==> config.mk <==
export PLATFORM = sky130hd
export DESIGN_NAME = mem_arbiter
export DESIGN_NICKNAME = d
export VERILOG_FILES = /design/src/rtl/isa_types.sv /design/src/rtl/mem_arbiter.sv
export SDC_FILE = /design/constraint.sdc
export NUM_CORES = 1
export LEC_CHECK = 0
export ABC_AREA = 1
export CAP_MARGIN = 25
export CELL_PAD_IN_SITES_DETAIL_PLACEMENT = 0
export CELL_PAD_IN_SITES_GLOBAL_PLACEMENT = 1
export CORE_UTILIZATION = 19
export CTS_BUF_LIST = sky130_fd_sc_hd__clkbuf_8
export CTS_CLUSTER_SIZE = 30
export DETAILED_ROUTE_END_ITERATION = 8
export GPL_ROUTABILITY_DRIVEN = 0
export PLACE_DENSITY = 0.86
export REMOVE_ABC_BUFFERS = 1
export SYNTH_ARGS = -nofsm -noshare
export SYNTH_HDL_FRONTEND = slang
export SYNTH_SLANG_ARGS = --single-unit
==> constraint.sdc <==
create_clock -name clock -period 2.5 [get_ports clock]
set_input_delay 0.75 -clock clock [delete_from_list [all_inputs] [get_ports clock]]
set_output_delay 0.75 -clock clock [all_outputs]
set_load 0.02 [all_outputs]
==> src/rtl/isa_types.sv <==
// isa_types: shared memory-interface types for the core.
//   XLEN          - data/address width
//   write_width_t - store width (byte/half/word)
//   mem_control_t - one memory request: addr, wenable, wdata, wwidth
//   arb_state_t   - mem_arbiter FSM states
//   arb_port_t    - mem_arbiter requester identity (FETCH, DATA)
package isa_types;

  localparam int unsigned XLEN = 32;

  typedef enum logic [1:0] {
    write_byte,
    write_half,
    write_word
  } write_width_t;

  typedef struct packed {
    logic [XLEN-1:0] addr;
    logic            wenable;
    logic [XLEN-1:0] wdata;
    write_width_t    wwidth;
  } mem_control_t;

  typedef enum logic {
    IDLE,
    READ_WAIT
  } arb_state_t;

  typedef enum logic {
    FETCH,
    DATA
  } arb_port_t;

endpackage

==> src/rtl/mem_arbiter.sv <==
// mem_arbiter: shares one memory port between instruction fetch and load/store.
// Grants are combinational in IDLE; a granted write takes one cycle, a granted
// read holds the port for READ_LATENCY cycles and returns data on the owner's
// rvalid in the last of them.
//
// Parameter:
//   READ_LATENCY - cycles from address presentation to valid mem_rdata (1..3)
// Ports:
//   clock, reset_n                 - clock, synchronous active-low reset
//   fetch_req/ctrl/gnt/rvalid/rdata - instruction-fetch requester
//   data_req/ctrl/gnt/rvalid/rdata  - load/store requester
//   mem_ctrl, mem_rdata            - memory request out, read data in
//   busy                           - a read is in flight
// Build option:
//   MEM_ARB_ROUND_ROBIN_EN - alternate on ties (fetch first after reset);
//                            otherwise data has fixed priority over fetch.
module mem_arbiter
  import isa_types::*;
#(
  parameter int unsigned READ_LATENCY = 2
) (
  input  logic            clock,
  input  logic            reset_n,
  input  logic            fetch_req,
  input  mem_control_t    fetch_ctrl,
  output logic            fetch_gnt,
  output logic            fetch_rvalid,
  output logic [XLEN-1:0] fetch_rdata,
  input  logic            data_req,
  input  mem_control_t    data_ctrl,
  output logic            data_gnt,
  output logic            data_rvalid,
  output logic [XLEN-1:0] data_rdata,
  output mem_control_t    mem_ctrl,
  input  logic [XLEN-1:0] mem_rdata,
  output logic            busy
);

  arb_state_t      state;
  logic [1:0]      count;
  arb_port_t       owner;
  logic [XLEN-1:0] addr_q;

`ifdef MEM_ARB_ROUND_ROBIN_EN
  arb_port_t       last_grant;
`endif

  arb_port_t       pick;
  logic            grant_any;
  logic            rvalid_now;
  mem_control_t    sel_ctrl;

  always_comb begin
    pick = DATA;
    if (fetch_req && data_req) begin
`ifdef MEM_ARB_ROUND_ROBIN_EN
      pick = (last_grant == DATA) ? FETCH : DATA;
`else
      pick = DATA;
`endif
    end else if (fetch_req) begin
      pick = FETCH;
    end
  end

  assign sel_ctrl   = (pick == FETCH) ? fetch_ctrl : data_ctrl;
  assign grant_any  = reset_n && (state == IDLE) && (fetch_req || data_req);
  assign fetch_gnt  = grant_any && (pick == FETCH);
  assign data_gnt   = grant_any && (pick == DATA);

  // Counter reaches 1 in the READ_LATENCY-th cycle after the grant cycle.
  assign rvalid_now   = reset_n && (state == READ_WAIT) && (count == 2'd1);
  assign fetch_rvalid = rvalid_now && (owner == FETCH);
  assign data_rvalid  = rvalid_now && (owner == DATA);
  assign fetch_rdata  = fetch_rvalid ? mem_rdata : 'x;
  assign data_rdata   = data_rvalid  ? mem_rdata : 'x;
  assign busy         = (state == READ_WAIT);

  always_comb begin
    mem_ctrl         = 'x;
    mem_ctrl.wenable = 1'b0;
    if (state == READ_WAIT) begin
      mem_ctrl.addr = addr_q;
    end else if (grant_any) begin
      mem_ctrl = sel_ctrl;
    end
  end

  always_ff @(posedge clock) begin
    if (!reset_n) begin
      state  <= IDLE;
      count  <= '0;
      owner  <= DATA;
      addr_q <= '0;
`ifdef MEM_ARB_ROUND_ROBIN_EN
      last_grant <= DATA;
`endif
    end else begin
      case (state)
        IDLE: begin
          if (grant_any) begin
`ifdef MEM_ARB_ROUND_ROBIN_EN
            last_grant <= pick;
`endif
            if (!sel_ctrl.wenable) begin
              state  <= READ_WAIT;
              count  <= 2'(READ_LATENCY);
              owner  <= pick;
              addr_q <= sel_ctrl.addr;
            end
          end
        end
        READ_WAIT: begin
          count <= count - 2'd1;
          if (count == 2'd1) begin
            state <= IDLE;
            count <= '0;
          end
        end
        default: state <= IDLE;
      endcase
    end
  end

endmodule

-- Word level (Yosys, flattened, before mapping)
Cells that the tools add are included.
- register bits after elaboration: 36
- output and inout bits: 136
- add/sub/neg operators: 1
- eq/ne operators: 3
- multiplexer cells: 16
- bitwise operators: 4
- reduce and logical (&&, ||, !) cells: 12
- operator list (kind ; number):
    67-bit 2-to-1 mux ; 2
    32-bit 2-to-1 mux ; 3
    35-bit 2-to-1 mux ; 1
    1-bit logical AND ; 9
    2-bit 2-to-1 mux ; 3
    1-bit 2-to-1 mux ; 5
    2-bit inequality test, second input constant ; 2
    1-bit inverter ; 4
    2-bit one-hot mux with 2 select lines ; 1
    3-bit AND reduction ; 1
    2-bit by 1-bit equality test with 1-bit output, second input constant ; 1
    1-bit one-hot mux with 2 select lines ; 1
    2-bit AND reduction ; 1
    2-bit by 1-bit subtractor with 2-bit output, second input constant ; 1
    1-bit logical OR ; 1

-- Logic depth before layout (Yosys ltp)
Gate-level depths: netlist of run 1.
- depth in word-level cells: 6
- gate-level depth with buffers: 9
- mapped depth without buffers: 8

-- Worst setup path after synthesis of run 1
No wires, ideal clock.
- path type: input port to output port
- start point: input port reset_n
- end point: output port mem_ctrl[35] (netlist bit)
- data arrival time: 1.859 ns
- data required time: 1.750 ns
- path slack: -0.109 ns
- stages: 6
- path buffers: 2
- cell sequence: buf_2 nand2_1 nor2_4 inv_1 clkbuf_1 o21ai_0
- RTL lines (item ; line ; text):
    start: declaration ; mem_arbiter.sv:23 ; input logic reset_n,
    end: declaration ; mem_arbiter.sv:34 ; output mem_control_t mem_ctrl,

==> flow_metrics.env, run 1 <==
export IMPL_status="complete, but fails checks"
export IMPL_violations="setup timing"
export IMPL_htree_levels=2
export IMPL_startpoint="data_req"
export IMPL_synth_top_family_by_area="simple AND/OR/NAND/NOR gates"
export IMPL_viasPerCell=4.17
export IMPL_synth_mux_area_frac=0
export IMPL_synth_compound_area_frac=0.0978
export IMPL_antennaDiodeCount=0
export IMPL_ys_ff_latch=36
export IMPL_finalWorstSetupSlack_ns=-0.0156
export IMPL_rsz0062_at_grt="yes"
export IMPL_overflow=0
export IMPL_core_sq_um=17500
export IMPL_cp_cell_sequence="buf_8, buf_6, nor2_4, buf_12, buf_12, nand2_1, nand2_1, o21ai_1, buf_4"
export IMPL_setup_worst_path_class="input port to output port"
export IMPL_dieArea_sq_um=18700
export IMPL_cts_hold_buf=0
export IMPL_finalSetupViolations=13
export IMPL_yosysWarnings=0
export IMPL_final_cell_mix="nand2_1 (174), clkdlybuf4s50_1 (130), buf_4 (88)"
export IMPL_drv_slew=0
export IMPL_post_route_period_util=1.01
export IMPL_syn_instance_count=632
export IMPL_drive_gt1_frac=0.347
export IMPL_layout_min_cycle_time_ns=2.52
export IMPL_cts_tree="yes"
export IMPL_swShare=0.356
export IMPL_final_cell_area_sq_um=6530
export IMPL_p_seq_frac=0.289
export IMPL_wirelength_microns=16100
export IMPL_endpoint_kind="output port"
export IMPL_pin_count=306
export IMPL_cts_root_buffer="clkbuf_8"
export IMPL_final_hold_viol_count=0
export IMPL_critPathRequiredTime_ns=1.75
export IMPL_grt_pass1_vias=3839
export IMPL_synth_adder_area_share=0.00364
export IMPL_place_area_sq_um=5510
export IMPL_p_per_area_nw_per_um2=339
export IMPL_synthXorXnorAreaFrac=0
export IMPL_p_leak_uw=0.00333
export IMPL_drc=0
export IMPL_start_util=0.197
export IMPL_final_common_cell="nand2_1"
export IMPL_max_slew_margin_rel=0.538
export IMPL_drt_iter0_drc=239
export IMPL_combPwrFrac=0.530
export IMPL_insertion_delay_ns=0.29
export IMPL_dieWidth_microns=137
export IMPL_antenna_left=0
export IMPL_max_freq_mhz=398
export IMPL_clockPowerShare=0.181
export IMPL_portBuffers=209
export IMPL_syn_area_per_cell_sq_um=5.44
export IMPL_totalPowerFinal_uw=2210
export IMPL_slowest_stage="buf_4"
export IMPL_finClkSkew_ns=0.00409
export IMPL_p_sw_uw=787
export IMPL_grt_max_degree=65
export IMPL_nets=1006
export IMPL_arrival_ns=1.77
export IMPL_slowest_delay_ns=0.16
export IMPL_grt_pass1_wl_microns=22400
export IMPL_hp_class="flop to flop"
export IMPL_r2r_start="busy"
export IMPL_wl_per_cell_microns=15.2
export IMPL_cts_sinks=36
export IMPL_hp_start="count[1]"
export IMPL_path_clk_slew_ns=0.07
export IMPL_clock_path_buffers=2
export IMPL_synth_yosys_seq_area_share=0.209
export IMPL_cp_start_kind="input port"
export IMPL_vias=4425
export IMPL_drv_cap=0
export IMPL_yosysUniqueCellTypes=20
export IMPL_die_h_microns=137
export IMPL_utilization=0.374
export IMPL_synth_simple_gate_area_frac=0.402
export IMPL_area_growth_syn_to_layout_pct=89.8
export IMPL_peakVddDrop_v=0.000185
export IMPL_rows=48
export IMPL_drt_first_pass_iters=4
export IMPL_critPathMaxFanout=7
export IMPL_grtUsageTotal=0.161
export IMPL_netlist_area_sq_um=3440
export IMPL_worst_pin_slew_ns=0.694
export IMPL_antenna_found_initial=0
export IMPL_dp_hpwl_microns=10900
export IMPL_cts_inserted_buffers=5
export IMPL_p_int_uw=1420
[logic make-up (layout without fill, tap and decap cells)]
group,after synthesis,count (layout)
and+or+nand+nor,351,351
buffers and inverters,177,380
adders and majority gates,1,1
DFF,36,36
AOI/OAI and AO/OA,67,67
[metal layers]
| metal | vias to the layer above | track usage | routed length (microns) |
|---|---|---|---|
| li1 | 2244 | - | - |
| met1 | 1921 | 0.192 | 6560 |
| met2 | 237 | 0.237 | 6840 |
| met3 | 19 | 0.106 | 2450 |
| met4 | 4 | 0.0222 | 104 |
| met5 | - | 0.0694 | 129 |
[worst paths after layout]
kind | end | slack [ns] | depth (start not counted)
worst max-delay path | mem_ctrl[55] | -0.02 | 9
worst min-delay path | count[1] | 0.47 | 2
worst max register to register | busy | 1.00 | 7
worst min register to register | count[1] | 0.47 | 2
[power by group through the flow]
stage,combinational (uW),clock [uW],sequential [uW]
6_report,1170,400,639
5_1_grt,1270,444,645
4_1_cts,1040,426,638
3_5_place_dp,965,0,651
3_3_place_gp,964,0,650
2_1_floorplan,386,0,655
[critical path, delay by kind of cell]
kind / cells / cell delay (ns)
AOI/OAI and AO/OA: 1 / 0.07
buffers and inverters: 5 / 0.67
and+or+nand+nor: 3 / 0.27
[sequential cells by signal (all words and copies together) (netlist names)]
signal and cells:
count 2, addr_q 32, owner 1, busy 1
[timing repair]
action / in CTS / in global routing
resized for setup: 408 / 203
cloned: 6 / 3
buffers inserted: 27 / 15
endpoints found under the setup margin: 106 / 70
pin swaps: 14 / 67
[per-stage QoR]
step | cells | setup slack (ns) | hold slack, ns | setup TNS, ns
2_1_floorplan | 531 | -1.05 | 0.437 | -64.30
3_5_place_dp | 1007 | -0.986 | 0.465 | -73.92
6_report | 1060 | -0.0156 | 0.472 | -0.0848
5_1_grt | 1060 | -0.0600 | 0.496 | -1.99
4_1_cts | 1046 | -0.0771 | 0.477 | -0.634
3_3_place_gp | 1007 | -0.968 | 0.452 | -74.24
[cell usage after synthesis]
cell type | instances | area [sq um]
o21ai_0 | 33 | 165
nand3_1 | 37 | 185
nand3b_1 | 1 | 7.51
a21oi_1 | 33 | 165
buf_2 | 10 | 50.1
buf_6 | 3 | 33.8
ha_1 | 1 | 12.5
nand2_1 | 271 | 1020
inv_2 | 4 | 15.0
o22ai_1 | 1 | 6.26
clkbuf_1 | 9 | 33.8
dfxtp_1 | 36 | 721
nand2_2 | 1 | 6.26
inv_1 | 72 | 270
buf_1 | 2 | 7.51
nor2_2 | 1 | 6.26
buf_4 | 77 | 578
nor2_4 | 1 | 11.3
or2_2 | 1 | 6.26
nor2_1 | 38 | 143
[area by class of cell]
cell class,instances,area (sq um)
Fill cell,1878,10900
Inverter,76,288
Clock buffer,5,68.8
Tap cell,225,282
Sequential cell,36,721
Multi-Input combinational cell,419,2150
Clock inverter,2,8.76
Timing Repair Buffer,297,3020
Note: power is estimated with default switching activity, not from simulation.
==> inputs of run 2 (changes only) <==
--- a/config.mk
+++ b/config.mk
@@ -5,16 +5,14 @@
 export SDC_FILE = /design/constraint.sdc
 export NUM_CORES = 1
 export LEC_CHECK = 0
-export ABC_AREA = 1
 export CAP_MARGIN = 25
 export CELL_PAD_IN_SITES_DETAIL_PLACEMENT = 0
 export CELL_PAD_IN_SITES_GLOBAL_PLACEMENT = 1
 export CORE_UTILIZATION = 19
 export CTS_BUF_LIST = sky130_fd_sc_hd__clkbuf_8
-export CTS_CLUSTER_SIZE = 30
 export DETAILED_ROUTE_END_ITERATION = 8
 export GPL_ROUTABILITY_DRIVEN = 0
-export PLACE_DENSITY = 0.86
+export PLACE_DENSITY = 0.87
 export REMOVE_ABC_BUFFERS = 1
 export SYNTH_ARGS = -nofsm -noshare
 export SYNTH_HDL_FRONTEND = slang
==> run 2 against run 1 <==
  * The run still ends with setup timing left
  * Cell count decreased by 26%
  * Via count decreased by 17%
  * Synthesized cell count decreased by 45%
  * Critical path depth decreased by 3
  * Routed wire length decreased by 1.3%
  * Count of clock-buffer cells in the layout increased by 2
  * Register-to-register slack improved by 0.15 ns
  * Area after synthesis decreased by 15%
  * Sequential power increased by 2%
  * Total power increased by 5.4%
==> flow_metrics.env, run 2 <==
export IMPL_final_cell_mix="clkdlybuf4s50_1 (134), buf_4 (116), nand2_1 (63)"
export IMPL_hold_ws_ns=0.464
export IMPL_p_leak_uw=0.00275
export IMPL_finalSetupViolations=44
export IMPL_cts_root_buffer="clkbuf_8"
export IMPL_status="complete, but fails checks"
export IMPL_worst_pin_slew_ns=0.428
export IMPL_synth_edf_count=0
export IMPL_drt_first_pass_iters=4
export IMPL_cts_sinks=36
export IMPL_syn_instance_count=348
export IMPL_finClkSkew_ns=0.00589
export IMPL_yosys_cell_count_top_type="buf_4"
export IMPL_largestRegisters="addr_q x32, count x2"
export IMPL_final_common_cell="clkdlybuf4s50_1"
export IMPL_numPlacedInstances=696
export IMPL_dp_hpwl_microns=10500
export IMPL_grt_pass1_wl_microns=21500
export IMPL_critPathRequiredTime_ns=1.75
export IMPL_dieArea_sq_um=15800
export IMPL_portBuffers=209
export IMPL_synth_top_area_cell="dfxtp_1"
export IMPL_yosysUniqueCellTypes=27
export IMPL_final_hold_viol_count=0
export IMPL_nets=766
export IMPL_wl_per_cell_microns=20.3
export IMPL_max_freq_mhz=389
export IMPL_synth_top_area_frac=0.248
export IMPL_path_clk_slew_ns=0.07
export IMPL_clock_path_buffers=2
export IMPL_rsz0062_at_grt="yes"
export IMPL_yosysWarnings=0
export IMPL_ys_ff_latch=36
export IMPL_antenna_found_initial=0
export IMPL_start_util=0.197
export IMPL_drc=0
export IMPL_synthFlopType="dfxtp_1"
export IMPL_post_route_period_util=1.03
export IMPL_drv_slew=0
export IMPL_drv_cap=0
export IMPL_cts_tree="yes"
export IMPL_peakVddDrop_v=0.000188
export IMPL_overflow=0
export IMPL_arrival_ns=1.82
export IMPL_rows=44
export IMPL_antenna_left=0
export IMPL_core_sq_um=14800
export IMPL_p_per_area_nw_per_um2=382
export IMPL_htree_levels=2
export IMPL_viasPerCell=4.70
export IMPL_wirelength_microns=15900
export IMPL_drive_gt1_frac=0.421
export IMPL_die_h_microns=126
export IMPL_cts_inserted_buffers=5
export IMPL_ys_async_sr_fraction=0
export IMPL_vias=3669
export IMPL_area_growth_syn_to_layout_pct=110
export IMPL_insertion_delay_ns=0.29
export IMPL_netlist_area_sq_um=2910
export IMPL_finalWorstSetupSlack_ns=-0.0736
export IMPL_endpoint_kind="output port"
export IMPL_grt_max_degree=36
export IMPL_yosys_top_cells_area="dfxtp_1 (25%), mux2i_1 (22%), buf_4 (18%)"
export IMPL_stdcell_count=781
export IMPL_syn_area_per_cell_sq_um=8.37
export IMPL_violations="setup timing"
export IMPL_layout_min_cycle_time_ns=2.57
export IMPL_synth_top_cells_by_count="buf_4 (68), mux2i_1 (63), nand2_1 (63), dfxtp_1 (36), a22o_1 (35)"
export IMPL_pin_count=306
export IMPL_dieWidth_microns=126
export IMPL_setup_worst_path_class="input port to output port"
export IMPL_grt_pass1_vias=3734
export IMPL_critPathMaxFanout=8
export IMPL_grtUsageTotal=0.182
export IMPL_largest_register_ffs=32
export IMPL_hp_class="flop to flop"
export IMPL_cp_start_kind="input port"
export IMPL_regMostFlops="addr_q"
export IMPL_drt_iter0_drc=114
export IMPL_synth_yosys_seq_area_share=0.248
export IMPL_max_slew_margin_rel=0.714
## run 2: changes by cell type in the layout (fill, tap and decap cells not counted), moves of 33 or more
cell / change
a22o_1: +35
inv_1: -65
nand2_1: -111
nand2_2: -81
nand3_1: -35
nor2_1: -33
## run 2: critical path, cell delays in order
cell,delay [ns]
buf_8,0.10
nor2b_4,0.13
and2_4,0.20
bufbuf_16,0.28
a22o_1,0.21
buf_2,0.15
## run 2: final timing paths
check	slack, ns	startpoint	to	cells after the start
setup / recovery	-0.07	reset_n	mem_ctrl[0]	6
hold / removal	0.46	addr_q[19]	addr_q[19]	2
setup reg to reg	1.15	busy	addr_q[11]	5
hold reg to reg	0.46	addr_q[19]	addr_q[19]	2
## run 2: power breakdown
group	internal (uW)	leakage, uW	switching [uW]
Combinational	656	0.00239	453
Clock	352	0.0000645	221
Sequential	622	0.000296	27.3
Total	1630	0.00275	701
## run 2: area by class of cell
cell class	instances	area (sq um)
timing repair buffer	331	3100
tap	184	230
clock inverter	1	30.0
sequential	36	721
antenna	1	2.50
clock buffer	7	96.3
inverter	5	18.8
multi-input combinational	216	1900
fill	1392	8650
## run 2: timing repair
item / 4_1_cts / 5_1_grt
pin swaps: 13 / 18
setup buffers: 60 / 10
setup endpoints to repair: 71 / 49
gates resized for setup: 378 / 87
hold buffers: 0 / 0
cloned: 7 / 0
## run 2: stage by stage
stage | power, uW | setup TNS, ns | area, sq um | utilization | setup slack, ns
finish | 2330 | -1.80 | 6100 | 0.414 | -0.0736
global route | 2440 | -3.86 | 6100 | 0.414 | -0.110
CTS | 2230 | -1.71 | 5660 | 0.383 | -0.107
detailed placement | 1510 | -64.57 | 4970 | 0.337 | -0.982
global placement | 1500 | -61.65 | 4970 | 0.337 | -0.960
floorplan | 978 | -179.15 | 2230 | - | -2.42
## run 2: cells by family (layout without fill, tap and decap cells)
kind of cell	after synthesis	after routing	synth area share
AO/OA/AOI/OAI	75	75	0.180
adder cells (fa/ha/maj)	1	1	0.00430
buffers and inverters	96	344	0.241
flip-flops	36	36	0.248
multiplexers	63	63	0.217
other	0	1	0
AND/OR/NAND/NOR	77	77	0.111
## run 2: metal layers
| layer | GRT usage | part of all wire | up-vias |
|---|---|---|---|
| met5 | 0.0372 | 0.0024 | - |
| met4 | 0.0404 | 0.020 | 2 |
| met3 | 0.103 | 0.14 | 29 |
| met2 | 0.301 | 0.47 | 264 |
| met1 | 0.200 | 0.37 | 1730 |
| li1 | - | - | 1644 |
==> inputs of run 3 (changes only) <==
--- a/config.mk
+++ b/config.mk
@@ -14,6 +14,7 @@
 export GPL_ROUTABILITY_DRIVEN = 0
 export PLACE_DENSITY = 0.87
 export REMOVE_ABC_BUFFERS = 1
+export SKIP_CTS_REPAIR_TIMING = 1
 export SYNTH_ARGS = -nofsm -noshare
 export SYNTH_HDL_FRONTEND = slang
 export SYNTH_SLANG_ARGS = --single-unit
==> run 3 against run 2 <==
  * The flow still finishes with violations (setup timing)
  * Fmax is 3.0% lower
  * Count of clock-buffer cells in the layout unchanged
  * Via count fell by 4.7%
  * Non-clock buffer count is 34 lower
  * Hold slack got worse by 0.0016 ns
  * Total power rose by 0.43%
  * Cell count shrank 4.5%
  * Register-to-register slack better by 0.02 ns
  * Flip-flop and latch count unchanged
==> flow_metrics.env, run 3 (synthesis gave the netlist of run 2 again) <==
export IMPL_drt_first_pass_iters=4
export IMPL_cts_sinks=36
export IMPL_drc=0
export IMPL_dp_hpwl_microns=10500
export IMPL_largestRegisters="addr_q x32, count x2"
export IMPL_post_route_period_util=1.06
export IMPL_finalWorstSetupSlack_ns=-0.152
export IMPL_antennaDiodeCount=0
export IMPL_drv_cap=0
export IMPL_clock_path_buffers=2
export IMPL_hp_class="flop to flop"
export IMPL_max_slew_margin_rel=0.708
export IMPL_grt_pass1_vias=3253
export IMPL_wl_per_cell_microns=21.8
export IMPL_drive_gt1_frac=0.390
export IMPL_vias=3496
export IMPL_drv_slew=0
export IMPL_rows=44
export IMPL_start_util=0.197
export IMPL_antenna_left=0
export IMPL_pre_cts_ws_ns=-0.982
export IMPL_multiInputGateArea_sq_um=1960
export IMPL_p_per_area_nw_per_um2=380
export IMPL_htree_levels=2
export IMPL_finClkSkew_ns=0.00779
export IMPL_finalSetupViolations=44
export IMPL_core_sq_um=14800
export IMPL_grtUsageTotal=0.157
export IMPL_worst_hold_path_num_cells=2
export IMPL_layout_min_cycle_time_ns=2.65
export IMPL_drt_iter0_drc=109
export IMPL_viasPerCell=4.69
export IMPL_setup_worst_path_class="input port to output port"
export IMPL_cp_start_kind="input port"
export IMPL_rr_worst_depth=5
export IMPL_path_clk_slew_ns=0.08
export IMPL_overflow=0
export IMPL_cts_inserted_buffers=5
export IMPL_hold_ws_ns=0.463
export IMPL_nets=732
export IMPL_cts_tree="yes"
export IMPL_regMostFlops="addr_q"
export IMPL_pin_count=306
export IMPL_final_cell_mix="clkdlybuf4s50_1 (133), nand2_1 (62), buf_4 (62)"
export IMPL_dieArea_sq_um=15800
export IMPL_fillers=1384
export IMPL_rsz0062_at_grt="yes"
export IMPL_insertion_delay_ns=0.29
export IMPL_status="complete, but fails checks"
export IMPL_critPathRequiredTime_ns=1.75
export IMPL_seqCellArea_sq_um=721
export IMPL_worst_pin_slew_ns=0.437
export IMPL_die_h_microns=126
export IMPL_place_area_sq_um=4970
export IMPL_endpoint_kind="output port"
export IMPL_area_growth_syn_to_layout_pct=112
export IMPL_grt_pass1_wl_microns=18800
export IMPL_final_common_cell="clkdlybuf4s50_1"
export IMPL_final_hold_viol_count=0
export IMPL_cts_root_buffer="clkbuf_8"
export IMPL_arrival_ns=1.90
export IMPL_largest_register_ffs=32
export IMPL_p_leak_uw=0.00271
export IMPL_dieWidth_microns=126
export IMPL_grt_max_degree=36
export IMPL_max_freq_mhz=377
export IMPL_peakVddDrop_v=0.000188
export IMPL_violations="setup timing"
export IMPL_wirelength_microns=16300
export IMPL_final_cell_area_sq_um=6160
export IMPL_critPathMaxFanout=6
export IMPL_portBuffers=209
export IMPL_antenna_found_initial=0
## run 3: cell count changes in the layout (fill, tap and decap cells not counted), sizes merged
cell           delta
diode             -1
clkbuf           +11
dlymetal6s2s      +4
clkdlybuf4s15     -1
clkdlybuf4s50     -1
bufbuf            -1
buf              -45
dlygate4sd2       -1
## run 3: metal layers
metal  GRT usage  up-vias  wire length, microns
li1            -     1574                     -
met1       0.183     1650                  6370
met2       0.244      245                  7640
met3      0.0990       24                  1980
met4      0.0234        3                   242
met5      0.0372        -                    66
## run 3: report_power, final
group | total [uW] | internal, uW | switching [uW]
Clock | 577 | 352 | 225
Sequential | 649 | 622 | 26.7
Combinational | 1120 | 653 | 463
Total | 2340 | 1630 | 714
## run 3: path summary, 6_finish.rpt
kind / endpoint / from / slack, ns
worst min register to register: addr_q[19] / addr_q[19] / 0.46
worst max-delay path: mem_ctrl[38] / data_req / -0.15
worst max register to register: addr_q[2] / busy / 1.17
worst min-delay path: addr_q[19] / addr_q[19] / 0.46
## run 3: cell type report
class | count | share of cell area
multi-input combinational | 216 | 0.318
tap | 184 | 0.0373
sequential | 36 | 0.117
timing repair buffer | 297 | 0.504
inverter | 5 | 0.00304
clock buffer | 7 | 0.0156
clock inverter | 1 | 0.00487
## run 3: critical path: stages
cell and delay [ns]:
buf_12 0.11, nor2b_4 0.17, buf_12 0.17, clkbuf_16 0.18, mux2i_4 0.24, o21ai_1 0.10
buf_4 0.16
## run 3: metrics by stage
| step | utilization | std cells | power, uW | TNS (ns) |
|---|---|---|---|---|
| after detailed placement | 0.337 | 696 | 1510 | -64.57 |
| after global routing | 0.418 | 746 | 2450 | -5.22 |
| after CTS | 0.345 | 704 | 2090 | -63.79 |
| after floorplan | - | 257 | 978 | -179.15 |
| after global placement | 0.337 | 696 | 1500 | -61.65 |
| final | 0.418 | 746 | 2340 | -3.32 |
